==> src/rtl/cpu_ctrl_pkg.sv <==
// rtl/cpu_ctrl_pkg.sv - shared types and constants for the accumulator CPU sequencer
package cpu_ctrl_pkg;

  typedef enum logic [2:0] {
    IDLE   = 3'd0,
    FETCH  = 3'd1,
    DECODE = 3'd2,
    MEM    = 3'd3,
    EXEC   = 3'd4,
    WB     = 3'd5,
    HALT   = 3'd6
  } seq_state_t;

  localparam int MEM_TIMEOUT_DEF = 15;
  localparam int CNT_W_DEF       = 16;
  localparam int WAIT_W          = 8;

  typedef struct packed {
    logic mem_rd;
    logic mem_wr;
    logic reg_ce;
    logic aku_en;
    logic aku_mul_en;
    logic halt;
  } dec_flags_t;

endpackage

==> src/rtl/seq_wait_timer.sv <==
// rtl/seq_wait_timer.sv - loadable down-counter with expiry flag for memory wait bounding
module seq_wait_timer
  import cpu_ctrl_pkg::*;
(
  input  logic              clk,
  input  logic              clr,
  input  logic              load,
  input  logic [WAIT_W-1:0] load_val,
  input  logic              en,
  output logic              expired
);

  logic [WAIT_W-1:0] cnt;

  always_ff @(posedge clk) begin
    if (!clr) begin
      cnt <= '0;
    end else if (load) begin
      cnt <= load_val;
    end else if (en && (cnt != '0)) begin
      cnt <= cnt - 1'b1;
    end
  end

  assign expired = (cnt == '0);

endmodule

==> src/rtl/cpu_sequencer.sv <==
// rtl/cpu_sequencer.sv - multi-cycle fetch/decode/mem/exec/writeback control FSM
module cpu_sequencer
  import cpu_ctrl_pkg::*;
#(
  parameter int MEM_TIMEOUT = MEM_TIMEOUT_DEF,
  parameter int CNT_W       = CNT_W_DEF
) (
  input  logic             clk,
  input  logic             clr,
  input  logic             run,
  input  logic             step,
  input  logic             stop,
  input  logic             dec_mem_rd,
  input  logic             dec_mem_wr,
  input  logic             dec_reg_ce,
  input  logic             dec_aku_en,
  input  logic             dec_aku_mul_en,
  input  logic             dec_halt,
  input  logic             mem_ack,
  output logic             ir_load,
  output logic             pc_en,
  output logic             reg_ce,
  output logic             aku_en,
  output logic             aku_mul_en,
  output logic             mem_req,
  output logic             mem_wr,
  output logic             busy,
  output logic             halted,
  output logic             mem_err,
  output logic [CNT_W-1:0] instr_cnt
);

  // Timer counts remaining no-ack cycles; the last MEM cycle sees zero.
  localparam logic [WAIT_W-1:0] TMO_LOAD = WAIT_W'(MEM_TIMEOUT - 1);

  seq_state_t state, state_nxt;
  dec_flags_t dec_in;
  logic lat_rd, lat_wr, lat_reg_ce, lat_aku, lat_mul;
  logic single, stop_pend;
  logic tmo_expired, timeout;

  assign dec_in = '{mem_rd: dec_mem_rd, mem_wr: dec_mem_wr, reg_ce: dec_reg_ce,
                    aku_en: dec_aku_en, aku_mul_en: dec_aku_mul_en, halt: dec_halt};

  seq_wait_timer u_wait_timer (
    .clk      (clk),
    .clr      (clr),
    .load     (state == DECODE),
    .load_val (TMO_LOAD),
    .en       ((state == MEM) && !mem_ack),
    .expired  (tmo_expired)
  );

  always_ff @(posedge clk) begin
    if (!clr) begin
      state      <= IDLE;
      lat_rd     <= 1'b0;
      lat_wr     <= 1'b0;
      lat_reg_ce <= 1'b0;
      lat_aku    <= 1'b0;
      lat_mul    <= 1'b0;
      single     <= 1'b0;
      stop_pend  <= 1'b0;
      mem_err    <= 1'b0;
      instr_cnt  <= '0;
    end else begin
      state <= state_nxt;
      if (state == IDLE && (run || step)) single <= !run;
      if (state == DECODE) begin
        // A combined read+write decode is executed as a store.
        lat_rd     <= dec_in.mem_rd && !dec_in.mem_wr;
        lat_wr     <= dec_in.mem_wr;
        lat_reg_ce <= dec_in.reg_ce;
        lat_aku    <= dec_in.aku_en;
        lat_mul    <= dec_in.aku_mul_en;
      end
      if (state == WB) stop_pend <= 1'b0;
      else if (stop && busy) stop_pend <= 1'b1;
      if (timeout) mem_err <= 1'b1;
      if (state == WB) instr_cnt <= instr_cnt + 1'b1;
    end
  end

  always_comb begin
    state_nxt  = state;
    timeout    = 1'b0;
    ir_load    = 1'b0;
    pc_en      = 1'b0;
    reg_ce     = 1'b0;
    aku_en     = 1'b0;
    aku_mul_en = 1'b0;
    mem_req    = 1'b0;
    mem_wr     = 1'b0;
    busy       = (state != IDLE) && (state != HALT);
    halted     = (state == HALT);
    case (state)
      IDLE:   if (run || step) state_nxt = FETCH;
      FETCH: begin
        ir_load   = 1'b1;
        state_nxt = DECODE;
      end
      DECODE: begin
        if (dec_in.halt) state_nxt = HALT;
        else if (dec_in.mem_rd || dec_in.mem_wr) state_nxt = MEM;
        else state_nxt = EXEC;
      end
      MEM: begin
        mem_req = 1'b1;
        mem_wr  = lat_wr;
        if (mem_ack && lat_wr) state_nxt = WB;
        else if (mem_ack && lat_rd) state_nxt = EXEC;
        else if (!mem_ack && tmo_expired) begin
          timeout   = 1'b1;
          state_nxt = HALT;
        end
      end
      EXEC: begin
        aku_en     = lat_aku;
        aku_mul_en = lat_mul;
        state_nxt  = WB;
      end
      WB: begin
        reg_ce    = lat_reg_ce;
        pc_en     = 1'b1;
        state_nxt = (single || stop_pend || stop) ? IDLE : FETCH;
      end
      HALT:    state_nxt = HALT;
      default: state_nxt = IDLE;
    endcase
  end

endmodule

==> config.mk <==
export PLATFORM = sky130hd
export DESIGN_NAME = cpu_sequencer
export DESIGN_NICKNAME = d
export VERILOG_FILES = /design/src/rtl/cpu_ctrl_pkg.sv /design/src/rtl/seq_wait_timer.sv /design/src/rtl/cpu_sequencer.sv
export SDC_FILE = /design/constraint.sdc
export NUM_CORES = 1
export LEC_CHECK = 0
export ABC_AREA = 1
export CORE_MARGIN = 4
export CORE_UTILIZATION = 46
export DETAILED_ROUTE_END_ITERATION = 10
export PLACE_DENSITY = 0.86
export SETUP_SLACK_MARGIN = 0.4
export SLEW_MARGIN = 25
export SYNTH_ARGS = -nofsm -noshare
export SYNTH_HDL_FRONTEND = slang
export SYNTH_SLANG_ARGS = --single-unit
==> constraint.sdc <==
create_clock -name clk -period 1.2 [get_ports clk]
set_input_delay 0.24 -clock clk [delete_from_list [all_inputs] [get_ports clk]]
set_output_delay 0.24 -clock clk [all_outputs]
set_load 0.01 [all_outputs]
# Yosys cells after proc, flatten, opt, wreduce, memory -nomap -nowiden
# Cells that the tools add are included.
classes:
  add_sub_neg: 2
  n_eq_ne: 9
  mux: 21
  bitwise_logic: 1
  reduce_logical: 24
op_table:
  columns: ["cell", "count"]
  rows:
  - ["$pmux W3 S7", 1]
  - ["$mux W3", 6]
  - ["$add A16 B1 Y16 const B", 1]
  - ["$mux W1", 12]
  - ["$eq A3 B3 Y1 const B", 3]
  - ["$logic_and A1 B1 Y1", 9]
  - ["$logic_not A8 Y1", 1]
  - ["$mux W4", 2]
  - ["$reduce_bool A8 Y1", 1]
  - ["$sub A8 B1 Y8 const B", 1]
  - ["$eq A3 B2 Y1 const B", 2]
  - ["$logic_or A1 B1 Y1", 4]
  - ["$ne A4 B1 Y1 const B", 1]
  - ["$reduce_or A2 Y1", 2]
  - ["$eq A3 B1 Y1 const B", 1]
  - ["$logic_not A1 Y1", 3]
  - ["$logic_not A3 Y1", 1]
  - ["$ne A3 B3 Y1 const B", 1]
  - ["$reduce_bool A3 Y1", 1]
  - ["$ne A2 B1 Y1 const B", 1]
  - ["$reduce_and A2 Y1", 1]
  - ["$reduce_bool A2 Y1", 1]
  - ["$not A1 Y1", 1]
totals:
  reg_bits: 35
  inputBits: 12
  output_inout_bits: 26
  elab_cells: 69

# Logic depth before layout (Yosys ltp)
# Gate-level depths: netlist (run 1).
depth:
  ltp_word: 6
  ltp_mapped: 10
  ltp_nobuf: 10

# Cells and area by module
# Synthesis (run 1) repeated with hierarchy kept, for this count alone.
hier_totals:
  hier_cells: 306
  hier_area_um2: 1995.7
by_module_without_submodules:
  columns: ["module", "n_inst", "cells_per_inst", "area_each_um2", "seq_area_each_um2"]
  rows:
  - ["cpu_sequencer", 1, 202, 1395.1, 540.5]
  - ["seq_wait_timer", 1, 104, 600.6, 160.2]

# Worst setup path before layout (run 1)
# Ideal clock, no wire load.
synth_path:
  kind: "register -> register"
  start: "reg instr_cnt[0]"
  end: "reg instr_cnt[12]"
  setup_ps: 113
  arrival_ps: 1190
  required_ps: 1087
  setup_slack_ps: -103
  path_stages_with_launch: 9
  n_path_buf: 0
  period_less_slack_ps: 1303
  cell_sequence: "dfxtp_1 > ha_1 > nand3_1 > nor2_1 > nand2_1 > nor2_1 > nand2_1 > nand2_1 > nor2_1"
synth_between:
  elab_chain_len: 1
synth_rtl:
  columns: ["element", "line_no", "rtl"]
  rows:
  - ["from (decl)", "cpu_sequencer.sv:30", "output logic [CNT_W-1:0] instr_cnt"]
  - ["from (signal assigned)", "cpu_sequencer.sv:80", "if (state == WB) instr_cnt <= instr_cnt + 1'b1;"]
  - ["$add A16 B1 Y16", "cpu_sequencer.sv:80", null]
# No other way between the ends.
# A chain may end at the register's enable or synchronous reset.

# Final worst setup path (run 1)
layout_path:
  start: "reg state[0]"
  end: "reg instr_cnt[6]"
layout_between:
  elab_chain_len: 1
layout_rtl:
  columns: ["element", "line_no", "rtl"]
  rows:
  - ["from (decl)", "cpu_sequencer.sv:36", "seq_state_t state, state_nxt;"]
  - ["from (signal assigned)", "cpu_sequencer.sv:67", "state <= state_nxt;"]
  - ["$eq A3 B3 Y1", "cpu_sequencer.sv:80", null]
# No other way between the ends.

==> results by group, run 1 <==
Outcome
  – Status: finished, violations left
  – Failing checks: negative setup slack

Worst setup path
  – Crit-path max cell delay: 400 ps
  – Critical Path Sink Type: flip-flop
  – Nature of the critical path startpoint: flip-flop
  – Most frequent CP cell: buf_6
  – Critical setup path kind: reg2reg
  – Crit path DAT: 1770 ps
  – Crit-path slowest cell: dfxtp_4
  – CP Cell Sequence: buf_6, nand3_4, buf_4, inv_2, buf_6, buf_8, nand3_2, xor2_1, nor2_1
  – CP required: 1390 ps
  – Max Fanout on Critical Path: 5

Power
  – LEAKAGE: between 1.5 and 2 nW
  – Pwr dens: 1730 nW/µm²
  – Max IR drop VDD: 0.000926 V

Clock network
  – TritonCTS Buffers: 5
  – CTS tree: built
  – Skew-Pair Late Insertion Delay: 300 ps
  – Clk buf depth: 2
  – Clock Pin Slew Worst Setup and Hold Paths: 80 ps
  – Clock root buffer: clkbuf_8
  – CTS H-tree lvls: 2
  – Clock sink total: 35

Timing
  – Fmax: 633 MHz
  – Clock skew: 9.12 ps
  – Final worst setup slack: -379 ps
  – Final Critical Period: 1580 ps
  – Pins Over Slew Limit: 0
  – Normalized max-slew margin: 0.758
  – Least-Margin Pin Slew: 360 ps
  – Setup Viol. Count Final: 42
  – RSZ-0062 raised after global routing: yes
  – Tcrit/Tclk final: 1.32
  – Endpoints failing hold: 0
  – Fin Setup TNS: -8810 ps

Yosys
  – Seq/Total Area, Yosys: 0.379
  – Avg Inst Size Synth: 6.95 µm²
  – Mapped Nets: about 280
  – Synth warn: 0
  – Number of synthesized register bits: 35
  – Synth unique cells: 27
  – Synth Cell Area: 1850 µm²
  – Post-Synthesis Cells: around 270

Drt
  – Drt wl/cell: 20.6 µm
  – DRC violations left: 0
  – DRT antenna net count: 0
  – Via-to-Cell Ratio: 6.04
  – Initial DRC count: between 400 and 500
  – Drt first pass iters: 7
  – Via count: 2,596
  – DRT Wirelength: 8.84 mm

Floorplan
  – Row cnt: 22
  – Core Area: 3770 µm²
  – Die width: 71.4 µm
  – Full die area: approximately 5100 µm²
  – Initial Utilization: 0.490
  – Die span in y: between 70 and 80 µm
  – Io pins: 38

GRT
  – First-pass GRT wire length: 11.3 mm
  – Vias in the first global route: 2,430
  – Total GRT Usage: 0.281
  – GRT Residual Overflow: 0
  – Largest net degree at the start of global routing: 16
  – Initial antenna violation count: 0

Finish
  – Reg area: 757 µm²
  – Area delta synth->final: 82.3%
  – Util after Layout: 0.894
  – Post-route cell area: 3370 µm²
  – Net count, final: between 300 and 400
  – Fillers: about 140
  – # diodes: 0
  – Share of cells above drive strength 1: 0.558
  – Area taken by multi-input logic gates: about 1300 µm²
  – Final cell count without fillers: 430

Placement
  – Port Buf Inserts: 37
  – Routability cong.: 0.825
  – Post-Place Cell Area: 2700 µm²
  – # placed instances: just under 400
  – Post-DP HPWL: 3.78 mm

Min path
  – Hold Path Class: in2reg

Flow run
  – Max cap viols: 0
[cells by family after synthesis]
group | count (synthesis) | share of synthesized area
xor+xnor | 7 | 0.0332
fa+ha+maj | 3 | 0.0203
compound gates | 39 | 0.110
buf+inv | 40 | 0.0852
flops | 35 | 0.379
simple gates | 142 | 0.372
[critical path, delay by kind of cell (launching register included)]
kind | cells | cell delay, ps
xor+xnor | 1 | 240
buf+inv | 5 | 560
flops | 1 | 400
simple gates | 3 | 280
[cells in the final DEF, fill, tap and decap left out, drive strengths merged]
cell             n
ha               3
nor3             8
clkinv           4
nand3           20
o21ai           15
clkbuf           5
xor2             5
nand4            5
nor4             2
a21boi           1
a211oi           1
xnor2            2
a21oi           22
inv             36
dfxtp           35
clkdlybuf4s50   10
nand2           55
dlymetal6s2s     1
nor3b            3
nor2            48
buf            100
or2              1
[state kept, by name, indices dropped and copies added, names as in the netlist]
signal,count
instr_cnt,16
lat_aku,1
lat_mul,1
lat_rd,1
lat_reg_ce,1
lat_wr,1
mem_err,1
single,1
state,3
stop_pend,1
u_wait_timer.cnt,8
[cell type report]
class	count	share of cell area
Clock buffer	5	0.0204
Timing Repair Buffer	111	0.303
Sequential cell	35	0.224
Tap cell	48	0.0178
Multi-Input combinational cell	191	0.387
Clock inverter	3	0.00445
Inverter	37	0.0427
[where the power goes]
group	total, W	switching [W]	internal (W)
Sequential	0.00161	0.000233	0.00137
Combinational	0.00334	0.00184	0.00150
Clock	0.000878	0.000480	0.000398
[cell usage after synthesis]
master	instances	area, µm²
nand2_1	52	195
nor2_1	44	165
dfxtp_1	35	701
inv_1	34	128
a21oi_1	21	105
nand3_1	17	85.1
o21ai_0	15	75.1
nor3_1	8	40.0
nand4_1	5	31.3
xor2_1	5	43.8
ha_1	3	37.5
nand3_4	3	52.6
nor2_4	3	33.8
nor3b_1	3	22.5
clkbuf_1	2	7.51
inv_2	2	7.51
nand2_2	2	12.5
nor4_1	2	12.5
xnor2_1	2	17.5
a211oi_1	1	7.51
a21boi_0	1	7.51
a21oi_2	1	8.76
buf_6	1	11.3
clkinv_1	1	3.75
nand2_4	1	11.3
nor2_8	1	20.0
or2_0	1	6.26
[what timing repair did]
item,CTS,global route
hold buffers,0,0
gates resized for setup,193,43
setup endpoints to repair,61,61
pin swaps,18,11
buffers inserted,19,12
[per-layer routing]
layer | global-route usage | routed length, µm | up-vias
met5 | 0 | 0 | -
met2 | 0.500 | 4170 | 237
met1 | 0.301 | 2990 | 1181
met4 | 0.173 | 791 | 0
met3 | 0.0561 | 884 | 93
li1 | - | - | 1085
[final timing paths]
| check | to | slack, ps | startpoint | cells past startpoint |
|---|---|---|---|---|
| worst max register to register | instr_cnt[6] | -380 | state[0] | 9 |
| worst min register to register | instr_cnt[3] | 480 | instr_cnt[3] | 1 |
| worst max-delay path | instr_cnt[6] | -380 | state[0] | 9 |
| worst min-delay path | state[2] | 480 | mem_ack | 4 |
[stage by stage]
step	setup slack (ps)	hold slack, ps	total power (W)
5_1_grt	-388	494	0.00603
4_1_cts	-215	456	0.00506
3_5_place_dp	-354	445	0.00388
6_report	-379	482	0.00583
3_3_place_gp	-285	439	0.00378
2_1_floorplan	23.0	371	0.00296
Note: power is estimated with default switching activity, not from simulation.
==> run 2, diff against run 1 <==
--- a/config.mk
+++ b/config.mk
@@ -6,7 +6,6 @@
 export NUM_CORES = 1
 export LEC_CHECK = 0
 export ABC_AREA = 1
-export CORE_MARGIN = 4
 export CORE_UTILIZATION = 46
 export DETAILED_ROUTE_END_ITERATION = 10
 export PLACE_DENSITY = 0.86
==> results by group, run 2 (synthesized netlist as in run 1, its figures left out) <==
Drt
  – Via-to-Cell Ratio: 5.76 (-4.5%)
  – Via count: 2,421 (-6.7%)
  – DRT antenna net count: 0 (unchanged)
  – DRT Wirelength: 7.97 mm (-9.8%)
  – DRC violations left: 0 (unchanged)
  – Drt first pass iters: 7 (unchanged)
  – Drt wl/cell: 19.0 µm (-7.7%)
  – Initial DRC count: 248 (-40%)

GRT
  – Total GRT Usage: 0.333 (+0.0522)
  – Initial antenna violation count: 0 (unchanged)
  – Vias in the first global route: 2,262 (-6.9%)
  – First-pass GRT wire length: 10.6 mm (-5.7%)
  – GRT Residual Overflow: 0 (unchanged)
  – Largest net degree at the start of global routing: 16 (unchanged)

Worst setup path
  – Crit-path slowest cell: dfxtp_4
  – Most frequent CP cell: nand3_4
  – Critical setup path kind: reg2reg
  – CP Cell Sequence: inv_4, nand3_4, buf_6, nor2_8, nand3_4, nor2_4, nand3_2, nand2_1, nor2_1
  – Nature of the critical path startpoint: flip-flop
  – Crit path DAT: 1680 ps (-90 ps)
  – CP required: 1380 ps (about the same)
  – Critical Path Sink Type: flip-flop
  – Max Fanout on Critical Path: 6 (+1)
  – Crit-path max cell delay: 390 ps (about the same)

Clock network
  – Clk buf depth: 2 (unchanged)
  – CTS tree: built
  – TritonCTS Buffers: 5 (unchanged)
  – Hold Buf Count CTS: 0 (unchanged)
  – Skew-Pair Late Insertion Delay: 290 ps (about the same)
  – Clock sink total: 35 (unchanged)
  – CTS H-tree lvls: 2 (unchanged)
  – Clock root buffer: clkbuf_8
  – Clock Pin Slew Worst Setup and Hold Paths: 70 ps (about the same)

Finish
  – # diodes: 0 (unchanged)
  – Most flops, register: instr_cnt
  – Largest register FFs: 16 (unchanged)
  – Share of cells above drive strength 1: 0.573 (+0.0150)
  – Area delta synth->final: 81.7%
  – Util after Layout: 0.891 (-0.00299)
  – Net count, final: 387 (-2.3%)
  – Highest-count cells in the layout ignoring fill and taps: buf_6, buf_4, nand2_1
  – Largest regs: instr_cnt: 16 flops, u_wait_timer.cnt: 8 flops, state: 3 flops
  – Final cell count without fillers: 420 (-2.3%)
  – Most common cell after layout, fill and taps aside: buf_6

Timing
  – RSZ-0062 raised after global routing: yes
  – Clock skew: 1.37 ps (-7.75 ps)
  – Final worst setup slack: -300 ps (+79.1 ps)
  – Tcrit/Tclk final: 1.25 (-0.0659)
  – Least-Margin Pin Slew: 298 ps (-61.1 ps)
  – Final Critical Period: 1500 ps (-79.1 ps)
  – Pins Over Slew Limit: 0 (unchanged)
  – Normalized max-slew margin: 0.799 (+0.0414)
  – Fmax: 666 MHz (+5.3%)
  – Endpoints failing hold: 0 (unchanged)
  – Setup Viol. Count Final: 38 (-9.5%)

Power
  – Switching power share of the total: 0.422 (-0.0155)
  – Clock power share: 0.149 (-0.002)
  – Max IR drop VDD: 0.000964 V (+4.2%)
  – NetSw: 0.00237 W (-7.1%)
  – Tot Pwr: 0.00561 W (-3.7%)
  – Seq pwr share: 0.293 (+0.017)
  – LEAKAGE: 1.49 nW (-2.4%)
  – Internal: 0.00324 W (-1.1%)
  – Gate power share: 0.558 (-0.015)
  – Pwr dens: 1670 nW/µm² (-3.4%)

Floorplan
  – Die width: 65.4 µm (-8.4%)
  – Row cnt: 22 (unchanged)
  – Full die area: 4280 µm² (-16%)
  – Core Area: 3770 µm² (unchanged)
  – Io pins: 38 (unchanged)
  – Die span in y: 65.4 µm (-8.4%)
  – Initial Utilization: 0.490 (unchanged)

Placement
  – Port Buf Inserts: 37 (unchanged)
  – Routability cong.: 0.891 (+8.1%)
  – Post-DP HPWL: 3.64 mm (-3.7%)
  – # placed instances: 388 (-0.77%)

Outcome
  – Failing checks: negative setup slack
  – Status: finished, violations left

Min path
  – Hold Path Class: reg2reg

Flow run
  – Max cap viols: 0 (unchanged)
run 2: cell count changes in the layout (fill, tap and decap cells not counted), sizes merged:
cell,previous run,this run
clkbuf,5,7
buf,100,91
clkinv,4,1
dlygate4sd2,0,1
dlymetal6s2s,1,0
run 2: stage by stage:
stage	setup WS, ps	cell area (µm²)	TNS (ps)	hold slack (ps)
3_3_place_gp	-317	2680	-5230	438
3_5_place_dp	-347	2680	-6320	449
6_report	-300	3360	-6540	465
5_1_grt	-347	3360	-8620	496
2_1_floorplan	23.0	1960	0	371
4_1_cts	-184	3140	-3370	458
run 2: timing repair:
| action | CTS | global route |
|---|---|---|
| resized for setup | 217 | 40 |
| endpoints found under the setup margin | 61 | 61 |
| pin swaps | 21 | 12 |
| setup buffers | 18 | 7 |
run 2: per-layer routing:
metal / global-route usage / part of all wire / vias up
met5: 0 / 0 / -
met4: 0.188 / 0.074 / 0
met3: 0.0660 / 0.062 / 71
met2: 0.603 / 0.51 / 165
met1: 0.356 / 0.36 / 1118
li1: - / - / 1067
run 2: power by group through the flow:
stage	clock network, W	logic, W	registers [W]
global placement	0	0.00215	0.00157
finish	0.000835	0.00313	0.00164
CTS	0.000815	0.00255	0.00162
global route	0.000859	0.00335	0.00166
floorplan	0	0.00139	0.00157
detailed placement	0	0.00221	0.00158
run 2: area by class of cell:
type	count	area (µm²)
multi-input cells	191	1370
repair buffers	102	955
flip-flops and latches	35	752
fillers	157	410
inverters	37	146
clock buffers	7	76.3
well taps	48	60.1
run 2: worst max-delay path, delay by kind of cell, from the launching register on:
family                 cells  cell delay, ps
DFF                        1             390
and+or+nand+nor            7             790
buffers and inverters      2             220
run 2: path summary, 6_finish.rpt:
path                                from            end  slack (ps)  depth (start not counted)
worst max-delay path            state[1]  instr_cnt[13]        -300                          9
worst min-delay path              single         single         460                          2
worst max register to register  state[1]  instr_cnt[13]        -300                          9
worst min register to register    single         single         460                          2
==> run 3, diff against run 2 <==
--- a/config.mk
+++ b/config.mk
@@ -6,6 +6,8 @@
 export NUM_CORES = 1
 export LEC_CHECK = 0
 export ABC_AREA = 1
+export CAP_MARGIN = 15
+export CORE_MARGIN = 2
 export CORE_UTILIZATION = 46
 export DETAILED_ROUTE_END_ITERATION = 10
 export PLACE_DENSITY = 0.86
==> results by group, run 3 (synthesized netlist as in run 1, its figures left out) <==
Outcome
  – Status: finished, violations left
  – Failing checks: negative setup slack

GRT
  – Global Route met2 Usage: 0.567 (-0.0363)
  – Vias in the first global route: 2,323 (+2.7%)
  – Grt peak-use layer: met2
  – Met1 usage: 0.328 (-0.0282)
  – First-pass GRT wire length: 10.6 mm (-0.53%)
  – Met3 usage: 0.0850 (+0.0190)
  – Initial antenna violation count: 0 (unchanged)
  – GRT Residual Overflow: 0 (unchanged)
  – Largest net degree at the start of global routing: 16 (unchanged)
  – Total GRT Usage: 0.320 (-0.0125)

Worst setup path
  – Crit-path max cell delay: 400 ps (about the same)
  – Critical setup path kind: reg2out
  – Worst reg2reg startpoint: state[0]
  – Nature of the critical path startpoint: flip-flop
  – Crit. Startpoint: state[1]
  – Critical path depth in cells: 3 (-6)
  – Critical Path Sink Type: output pin
  – Reg-to-reg slack, setup: -320 ps (-20 ps)
  – Max Fanout on Critical Path: 5 (-1)
  – Buf+Inv Stages, Crit Path: 2 (unchanged)
  – R2R cell count: 7 (-2)
  – CP required: 960 ps (-420 ps)
  – Crit-path slowest cell: dfxtp_4
  – Crit path DAT: 1360 ps (-320 ps)
  – Crit path max-delay family: flip-flops
  – CP Cell Sequence: buf_12, nor3_4, buf_2
  – FF-to-FF End: u_wait_timer.cnt[1]
  – CP Capture Point: ir_load

Floorplan
  – Row cnt: 23 (+4.5%)
  – Io pins: 38 (unchanged)
  – Core Area: 3940 µm² (+4.5%)
  – Die span in y: 67.4 µm (+3.1%)
  – Initial Utilization: 0.469 (-0.0213)
  – Die width: 67.4 µm (+3.1%)
  – Full die area: 4540 µm² (+6.2%)

Finish
  – Most common cell after layout, fill and taps aside: buf_6
  – Largest register FFs: 16 (unchanged)
  – Area delta synth->final: 96.5%
  – Reg area: 759 µm² (+1.0%)
  – Share of cells above drive strength 1: 0.624 (+0.0518)
  – Fillers: 156 (-0.64%)
  – # diodes: 0 (unchanged)
  – Area taken by multi-input logic gates: 1460 µm² (+6.8%)
  – Most flops, register: instr_cnt
  – Net count, final: 401 (+3.6%)
  – Largest regs: instr_cnt: 16 flops, u_wait_timer.cnt: 8 flops, state: 3 flops
  – Highest-count cells in the layout ignoring fill and taps: buf_6, buf_4, nand2_1

Drt
  – DRT Wirelength: 9.95 mm (+25%)
  – Via count: 2,643 (+9.2%)
  – Drt first pass iters: 5 (-2)
  – Initial DRC count: 394 (+59%)
  – Drt wl/cell: 22.8 µm (+20%)
  – DRC violations left: 0 (unchanged)
  – Via-to-Cell Ratio: 6.06 (+5.2%)
  – DRT antenna net count: 0 (unchanged)

Power
  – LEAKAGE: 1.57 nW (+5.4%)
  – Max IR drop VDD: 0.000994 V (+3.1%)
  – Gate power share: 0.616 (+0.058)
  – NetSw: 0.00303 W (+28%)
  – Seq pwr share: 0.248 (-0.045)
  – Internal: 0.00371 W (+14%)
  – Tot Pwr: 0.00674 W (+20%)
  – Clock power share: 0.136 (-0.013)
  – Pwr dens: 1850 nW/µm² (+11%)
  – Switching power share of the total: 0.449 (+0.0270)

Placement
  – Post-DP HPWL: 3.68 mm (+1.2%)
  – Port Buf Inserts: 37 (unchanged)
  – Routability cong.: 0.827 (-7.2%)

Timing
  – Tcrit/Tclk final: 1.33 (+0.0803)
  – Setup Viol. Count Final: 43 (+13%)
  – RSZ-0062 raised after global routing: yes
  – Clock skew: 15.6 ps (+14.2 ps)
  – Final worst setup slack: -397 ps (-96.4 ps)
  – Pins Over Slew Limit: 0 (unchanged)
  – Fmax: 626 MHz (-6.0%)
  – Hold Slack: 499 ps (+34.2 ps)
  – Least-Margin Pin Slew: 306 ps (+7.85 ps)
  – Fin Setup TNS: -9470 ps (-2930 ps)
  – Endpoints failing hold: 0 (unchanged)
  – Final Critical Period: 1600 ps (+96.4 ps)
  – Normalized max-slew margin: 0.794 (-0.00528)

Clock network
  – Clock Pin Slew Worst Setup and Hold Paths: 80 ps (about the same)
  – CTS H-tree lvls: 2 (unchanged)
  – Clk buf depth: 2 (unchanged)
  – Clock root buffer: clkbuf_8
  – TritonCTS Buffers: 5 (unchanged)
  – CTS tree: built
  – Hold Buf Count CTS: 0 (unchanged)
  – Skew-Pair Late Insertion Delay: 310 ps (+20 ps)
  – Clock sink total: 35 (unchanged)

Min path
  – Worst hold path depth: 2 (unchanged)
  – Hold Path Class: reg2reg

Flow run
  – Max cap viols: 0 (unchanged)
==> run 3: cell count changes in the layout (fill, tap and decap cells not counted), moves of 3 or more <==
| cell | before | now |
|---|---|---|
| dfxtp_2 | 14 | 11 |
| nand3_1 | 9 | 6 |
| nand2_1 | 33 | 36 |
| a21oi_2 | 10 | 15 |
| a21oi_1 | 12 | 7 |
| inv_4 | 3 | 6 |
| buf_6 | 46 | 55 |
| o21ai_2 | 4 | 7 |
| nor3_2 | 3 | 0 |
| buf_4 | 41 | 45 |
| o21ai_0 | 4 | 1 |
| dfxtp_4 | 9 | 12 |
==> run 3: area by class of cell <==
class	count	area share
multi-input cells	191	0.403
clock inverters	1	0.00138
repair buffers	116	0.304
inverters	37	0.0424
flip-flops and latches	35	0.209
well taps	50	0.0172
clock buffers	6	0.0227
==> run 3: how the worst min path moves through the flow <==
stage	from	to	slack, ps
6_report	u_wait_timer.cnt[0]	u_wait_timer.cnt[0]	500
5_1_grt	u_wait_timer.cnt[0]	u_wait_timer.cnt[0]	510
4_1_cts	lat_reg_ce	lat_reg_ce	460
3_5_place_dp	lat_reg_ce	lat_reg_ce	450
3_3_place_gp	lat_reg_ce	lat_reg_ce	440
2_1_floorplan	dec_mem_rd	lat_rd	370
==> run 3: worst register-to-register path, delay by kind of cell (launching register included) <==
family                 cells  cell delay (ps)
flip-flops                 1              440
AND/OR/NAND/NOR            4              530
AO/OA/AOI/OAI              1              180
buffers and inverters      2              280
==> run 3: per-layer routing <==
layer,part of all wire,vias to the layer above
met1,0.33,1244
met2,0.50,206
li1,-,1103
met5,0.0045,-
met4,0.074,2
met3,0.087,88
==> run 3: stage by stage <==
stage	instance area (µm²)	instances	worst slack [ps]	utilization
floorplan	1960	266	23.0	-
global placement	2680	390	-303	0.679
detailed placement	2680	390	-438	0.679
CTS	3270	418	-195	0.828
global route	3630	436	-786	0.922
finish	3630	436	-397	0.922
==> run 3: power by group through the flow <==
stage	clock network [W]	registers, W	logic, W
floorplan	0	0.00157	0.00139
global placement	0	0.00155	0.00217
detailed placement	0	0.00157	0.00227
CTS	0.000889	0.00161	0.00291
global route	0.000944	0.00168	0.00443
finish	0.000916	0.00167	0.00415
==> run 3: repair_timing <==
item	in CTS	in global routing
pin swaps	32	31
gates resized for setup	239	56
cloned	0	0
setup buffers	21	18
setup endpoints to repair	61	61
